### config.mk
export PLATFORM = sky130hd
export DESIGN_NAME = seq_cmp_eq
export DESIGN_NICKNAME = d
export VERILOG_FILES = /design/src/rtl/seq_cmp_eq.sv
export SDC_FILE = /design/constraint.sdc
export NUM_CORES = 1
export LEC_CHECK = 0
export ABC_AREA = 1
export BUFFER_PORTS_ARGS = -buffer_cell sky130_fd_sc_hd__buf_2
export CAP_MARGIN = 20
export CORE_UTILIZATION = 25
export CTS_CLUSTER_DIAMETER = 150
export CTS_CLUSTER_SIZE = 10
export DETAILED_ROUTE_END_ITERATION = 16
export SLEW_MARGIN = 20
export SYNTH_ARGS = -nofsm -noshare
export SYNTH_HDL_FRONTEND = slang
export SYNTH_SLANG_ARGS = --single-unit
export TNS_END_PERCENT = 10
### constraint.sdc
create_clock -name clk -period 2 [get_ports clk]
set_input_delay 0.3 -clock clk [delete_from_list [all_inputs] [get_ports clk]]
set_output_delay 0.3 -clock clk [all_outputs]
set_load 0.01 [all_outputs]
### src/rtl/seq_cmp_eq.sv
// Multi-cycle MSB-first comparator: CHUNK bits per clock, exits on the first differing chunk.
// Optional build macro SIGNED_CMP_EN treats operands as two's complement.
module seq_cmp_eq #(
  parameter int WIDTH = 16,
  parameter int CHUNK = 4
) (
  input  logic             clk,
  input  logic             reset,
  input  logic             start,
  input  logic [WIDTH-1:0] b1,
  input  logic [WIDTH-1:0] b2,
  output logic             busy,
  output logic             done,
  output logic             eq,
  output logic             gt,
  output logic             lt
);

  localparam int NCHUNK = WIDTH / CHUNK;
  localparam int CW     = (NCHUNK > 1) ? $clog2(NCHUNK) : 1;
  localparam logic [CW-1:0] LAST = CW'(NCHUNK - 1);

  localparam logic [0:0] S_IDLE = 1'b0;
  localparam logic [0:0] S_CMP  = 1'b1;

  logic [0:0]       state_q, state_d;
  logic [WIDTH-1:0] sh1_q, sh1_d;
  logic [WIDTH-1:0] sh2_q, sh2_d;
  logic [CW-1:0]    cnt_q, cnt_d;
  logic             busy_q, busy_d;
  logic             done_q, done_d;
  logic             eq_q, eq_d;
  logic             gt_q, gt_d;
  logic             lt_q, lt_d;

  logic [CHUNK-1:0] c1, c2;
  logic             c_ne, c_gt;

  // Current chunk is always the top CHUNK bits; the registers shift left as chunks match.
  always_comb begin
    c1 = sh1_q[WIDTH-1 -: CHUNK];
    c2 = sh2_q[WIDTH-1 -: CHUNK];
`ifdef SIGNED_CMP_EN
    // Flipping the sign bit of the leading chunk turns a signed order into an unsigned one.
    if (cnt_q == '0) begin
      c1[CHUNK-1] = ~sh1_q[WIDTH-1];
      c2[CHUNK-1] = ~sh2_q[WIDTH-1];
    end
`endif
    c_ne = (c1 != c2);
    c_gt = (c1 > c2);
  end

  always_comb begin
    state_d = state_q;
    sh1_d   = sh1_q;
    sh2_d   = sh2_q;
    cnt_d   = cnt_q;
    busy_d  = busy_q;
    done_d  = 1'b0;
    eq_d    = eq_q;
    gt_d    = gt_q;
    lt_d    = lt_q;
    case (state_q)
      S_IDLE: begin
        if (start) begin
          sh1_d   = b1;
          sh2_d   = b2;
          cnt_d   = '0;
          busy_d  = 1'b1;
          eq_d    = 1'b0;
          gt_d    = 1'b0;
          lt_d    = 1'b0;
          state_d = S_CMP;
        end
      end
      S_CMP: begin
        if (c_ne) begin
          gt_d    = c_gt;
          lt_d    = ~c_gt;
          done_d  = 1'b1;
          busy_d  = 1'b0;
          state_d = S_IDLE;
        end else if (cnt_q == LAST) begin
          eq_d    = 1'b1;
          done_d  = 1'b1;
          busy_d  = 1'b0;
          state_d = S_IDLE;
        end else begin
          sh1_d = sh1_q << CHUNK;
          sh2_d = sh2_q << CHUNK;
          cnt_d = cnt_q + CW'(1);
        end
      end
      default: begin
        state_d = S_IDLE;
        busy_d  = 1'b0;
      end
    endcase
  end

  always_ff @(posedge clk or posedge reset) begin
    if (reset) begin
      state_q <= S_IDLE;
      sh1_q   <= '0;
      sh2_q   <= '0;
      cnt_q   <= '0;
      busy_q  <= 1'b0;
      done_q  <= 1'b0;
      eq_q    <= 1'b0;
      gt_q    <= 1'b0;
      lt_q    <= 1'b0;
    end else begin
      state_q <= state_d;
      sh1_q   <= sh1_d;
      sh2_q   <= sh2_d;
      cnt_q   <= cnt_d;
      busy_q  <= busy_d;
      done_q  <= done_d;
      eq_q    <= eq_d;
      gt_q    <= gt_d;
      lt_q    <= lt_d;
    end
  end

  assign busy = busy_q;
  assign done = done_q;
  assign eq   = eq_q;
  assign gt   = gt_q;
  assign lt   = lt_q;

endmodule
==> impl_metrics.json <==
{
  "run_status": "finished clean",
  "p_clk_share_pct": 17.5,
  "die_h_um": 90.5,
  "synth_area_um2": 1960,
  "core_area_um2": 7410,
  "worstSetupEndpoint": "sh2_q[14]$_DFFE_PP0P_",
  "power_frac_seq_pct": 41.1,
  "path_max_fanout": 26,
  "tns_ps": 0,
  "period_minus_slack_ps": 1680,
  "wl_per_cell_um": 11.3,
  "port_buffers": 39,
  "antenna_found_initial": 0,
  "critical_path_arrival_ps": 1890,
  "powerDensity_nw_per_um2": 1360,
  "slew_headroom_pct": 65.5,
  "dr.pass1.iters": 4,
  "syn_nets": 302,
  "grt_pass1_wl_mm": 7.94,
  "netlist-cell-type-count": 14,
  "grt_pass1_vias": 1697,
  "ys_top_cells_by_count": "nand2_1 (139), dfrtp_1 (40), nand3_1 (30)",
  "drv_cap": 0,
  "clk_pin_slew_ps": 80,
  "skew_ps": 3.06,
  "setup.worst_path.start_class": "register",
  "track_usage_pct": 12.2,
  "yosysTopAreaCell": "dfrtp_1",
  "drtIter0Drc": 112,
  "avgViaCountPerCell": 4.24,
  "ys_warn_count": 0,
  "r2r_cells": 8,
  "power.internal_mw": 1.93,
  "post_cts_buffers": 0,
  "whs_ps": 115,
  "max_clock_freq_mhz": 595,
  "critical_path.startpoint": "sh1_q[15]$_DFFE_PP0P_",
  "tightest_slew_ps": 517,
  "synth_top_area_share_pct": 51.2,
  "vias": 1699,
  "drive_above_1_share_pct": 19.2,
  "synthTopCellsByArea": "dfrtp_1 (51%), nand2_1 (27%), nand3_1 (7.7%)",
  "power.leakage_nw": 1.34,
  "num_rows": 31,
  "dieArea_um2": 8190,
  "dieWidth_um": 90.5,
  "maxSlewViolCount": 0,
  "grt_max_degree": 41,
  "dp_hpwl_mm": 3.07,
  "hold_buffers": 0,
  "async_reset_ff_share_pct": 100,
  "setup.worst_path.end_class": "register",
  "stdcell_area_um2": 2370,
  "rsz0062_at_grt": "false",
  "synth-edff-count": 0,
  "yosysSeqAreaShare_pct": 51.2,
  "io_pins": 40,
  "cts_root_buf": "clkbuf_8",
  "synth_most_common_cell": "nand2_1",
  "fillCellCount": 793,
  "synthCells": 262,
  "cts_buffers": 5,
  "clk_latency_ps": 290,
  "cts_tree": "done",
  "hold_viol": 0,
  "final_util_pct": 31.9,
  "gp_congestion": 0.742,
  "drc": 0,
  "p_sw_share_pct": 40.2,
  "clock-sinks": 40,
  "worstReg2RegStart": "sh1_q[15]$_DFFE_PP0P_",
  "htree_levels": 2,
  "hp-class": "in -> async",
  "power_mw": 3.23,
  "gr-total-overflow": 0,
  "peakVddDrop_mv": 0.552,
  "p_switching_mw": 1.30,
  "yosys_register_bits": 40,
  "setup_violations": 0,
  "critical_path_class": "reg -> reg",
  "syn_to_final_growth_pct": 20.9,
  "syn_avg_cell_area_um2": 7.47,
  "min_period_over_period_pct": 84.1,
  "ctsResizeCount": 0,
  "ant_nets": 0,
  "ff2ff_setup_slack_ps": 320,
  "initial_core_util_pct": 26.4,
  "dpl_cell_area_um2": 2270,
  "wirelength_mm": 4.53,
  "cp_data_required_time_ps": 2210,
  "synth_flop_cell": "dfrtp_1",
  "layout.nets": 341,
  "cts_buffer_depth": 2,
  "antenna_cells": 0,
  "rr_endpoint": "sh2_q[14]$_DFFE_PP0P_",
  "combPwrFrac_pct": 41.5
}
[metrics by stage]
stage / worst slack (ps) / cells
after CTS: 310 / 401
after global placement: 408 / 393
after global routing: 83.4 / 401
final: 319 / 401
after floorplan: 507 / 262
after detailed placement: 340 / 393
[logic make-up (layout without fill, tap and decap cells)]
family | after synthesis | count (layout) | synth area share [%]
AO/OA/AOI/OAI | 15 | 15 | 3.96
adder cells (fa/ha/maj) | 5 | 5 | 3.20
buffers and inverters | 28 | 68 | 6.14
flip-flops | 40 | 40 | 51.2
AND/OR/NAND/NOR | 174 | 174 | 35.5
[layout by cell type (no fill, tap or decap)]
cell      synthesis  routed
a21oi_1           2       2
inv_1            12      12
dfrtp_1          40      40
nand3_1          30      30
nand2_1         139     139
buf_4             0       6
o21ai_0          12      12
nor2_2            2       2
clkbuf_8          0       6
buf_12            0       1
clkinv_2          0       2
nor2_1            3       3
o31ai_1           1       1
inv_2             2       2
ha_1              5       5
buf_2            12      39
[power groups by stage]
stage | Sequential (mW) | Clock [mW] | Combinational, mW
2_1_floorplan | 1.33 | 0 | 0.988
3_3_place_gp | 1.33 | 0 | 1.33
3_5_place_dp | 1.34 | 0 | 1.35
4_1_cts | 1.33 | 0.584 | 1.36
5_1_grt | 1.37 | 0.611 | 1.60
6_report | 1.32 | 0.564 | 1.34
[critical path, cell delays in order, from the launching register on]
cell and delay [ps]:
dfrtp_1 380, ha_1 300, nand2_1 110, nor2_2 170, nand2_1 80, nand2_1 210
buf_12 200, nand2_1 60, o21ai_0 80
[how the worst min path moves through the flow]
stage,start,to,slack (ps)
detailed placement,reset,lt$_DFFE_PP0P_,460
floorplan,b1[1],sh1_q[1]$_DFFE_PP0P_,420
global route,reset,busy$_DFFE_PP0P_,170
finish,reset,sh1_q[9]$_DFFE_PP0P_,120
CTS,reset,busy$_DFFE_PP0P_,130
global placement,reset,gt$_DFFE_PP0P_,450
[cell type report]
type,count,area [um^2],area share (%)
Inverter,14,52.6,2.22
Tap cell,99,124,5.24
Sequential cell,40,1000,42.3
Clock inverter,2,10.0,0.423
Multi-Input combinational cell,194,836,35.3
Timing Repair Buffer,46,260,11.0
Clock buffer,6,82.6,3.49
[routing by layer]
metal  share of wire, %  track usage [%]
met1                 50             16.3
met2                 44             18.5
met3                3.5             2.86
met4                2.2             5.51
met5                  0                0
[registers in the layout (all words and copies together) (netlist names)]
signal and flops:
done 1, sh1_q 16, state_q 1, gt 1
busy 1, cnt_q 2, sh2_q 16, eq 1
lt 1
(Power assumes the default switching activity.)
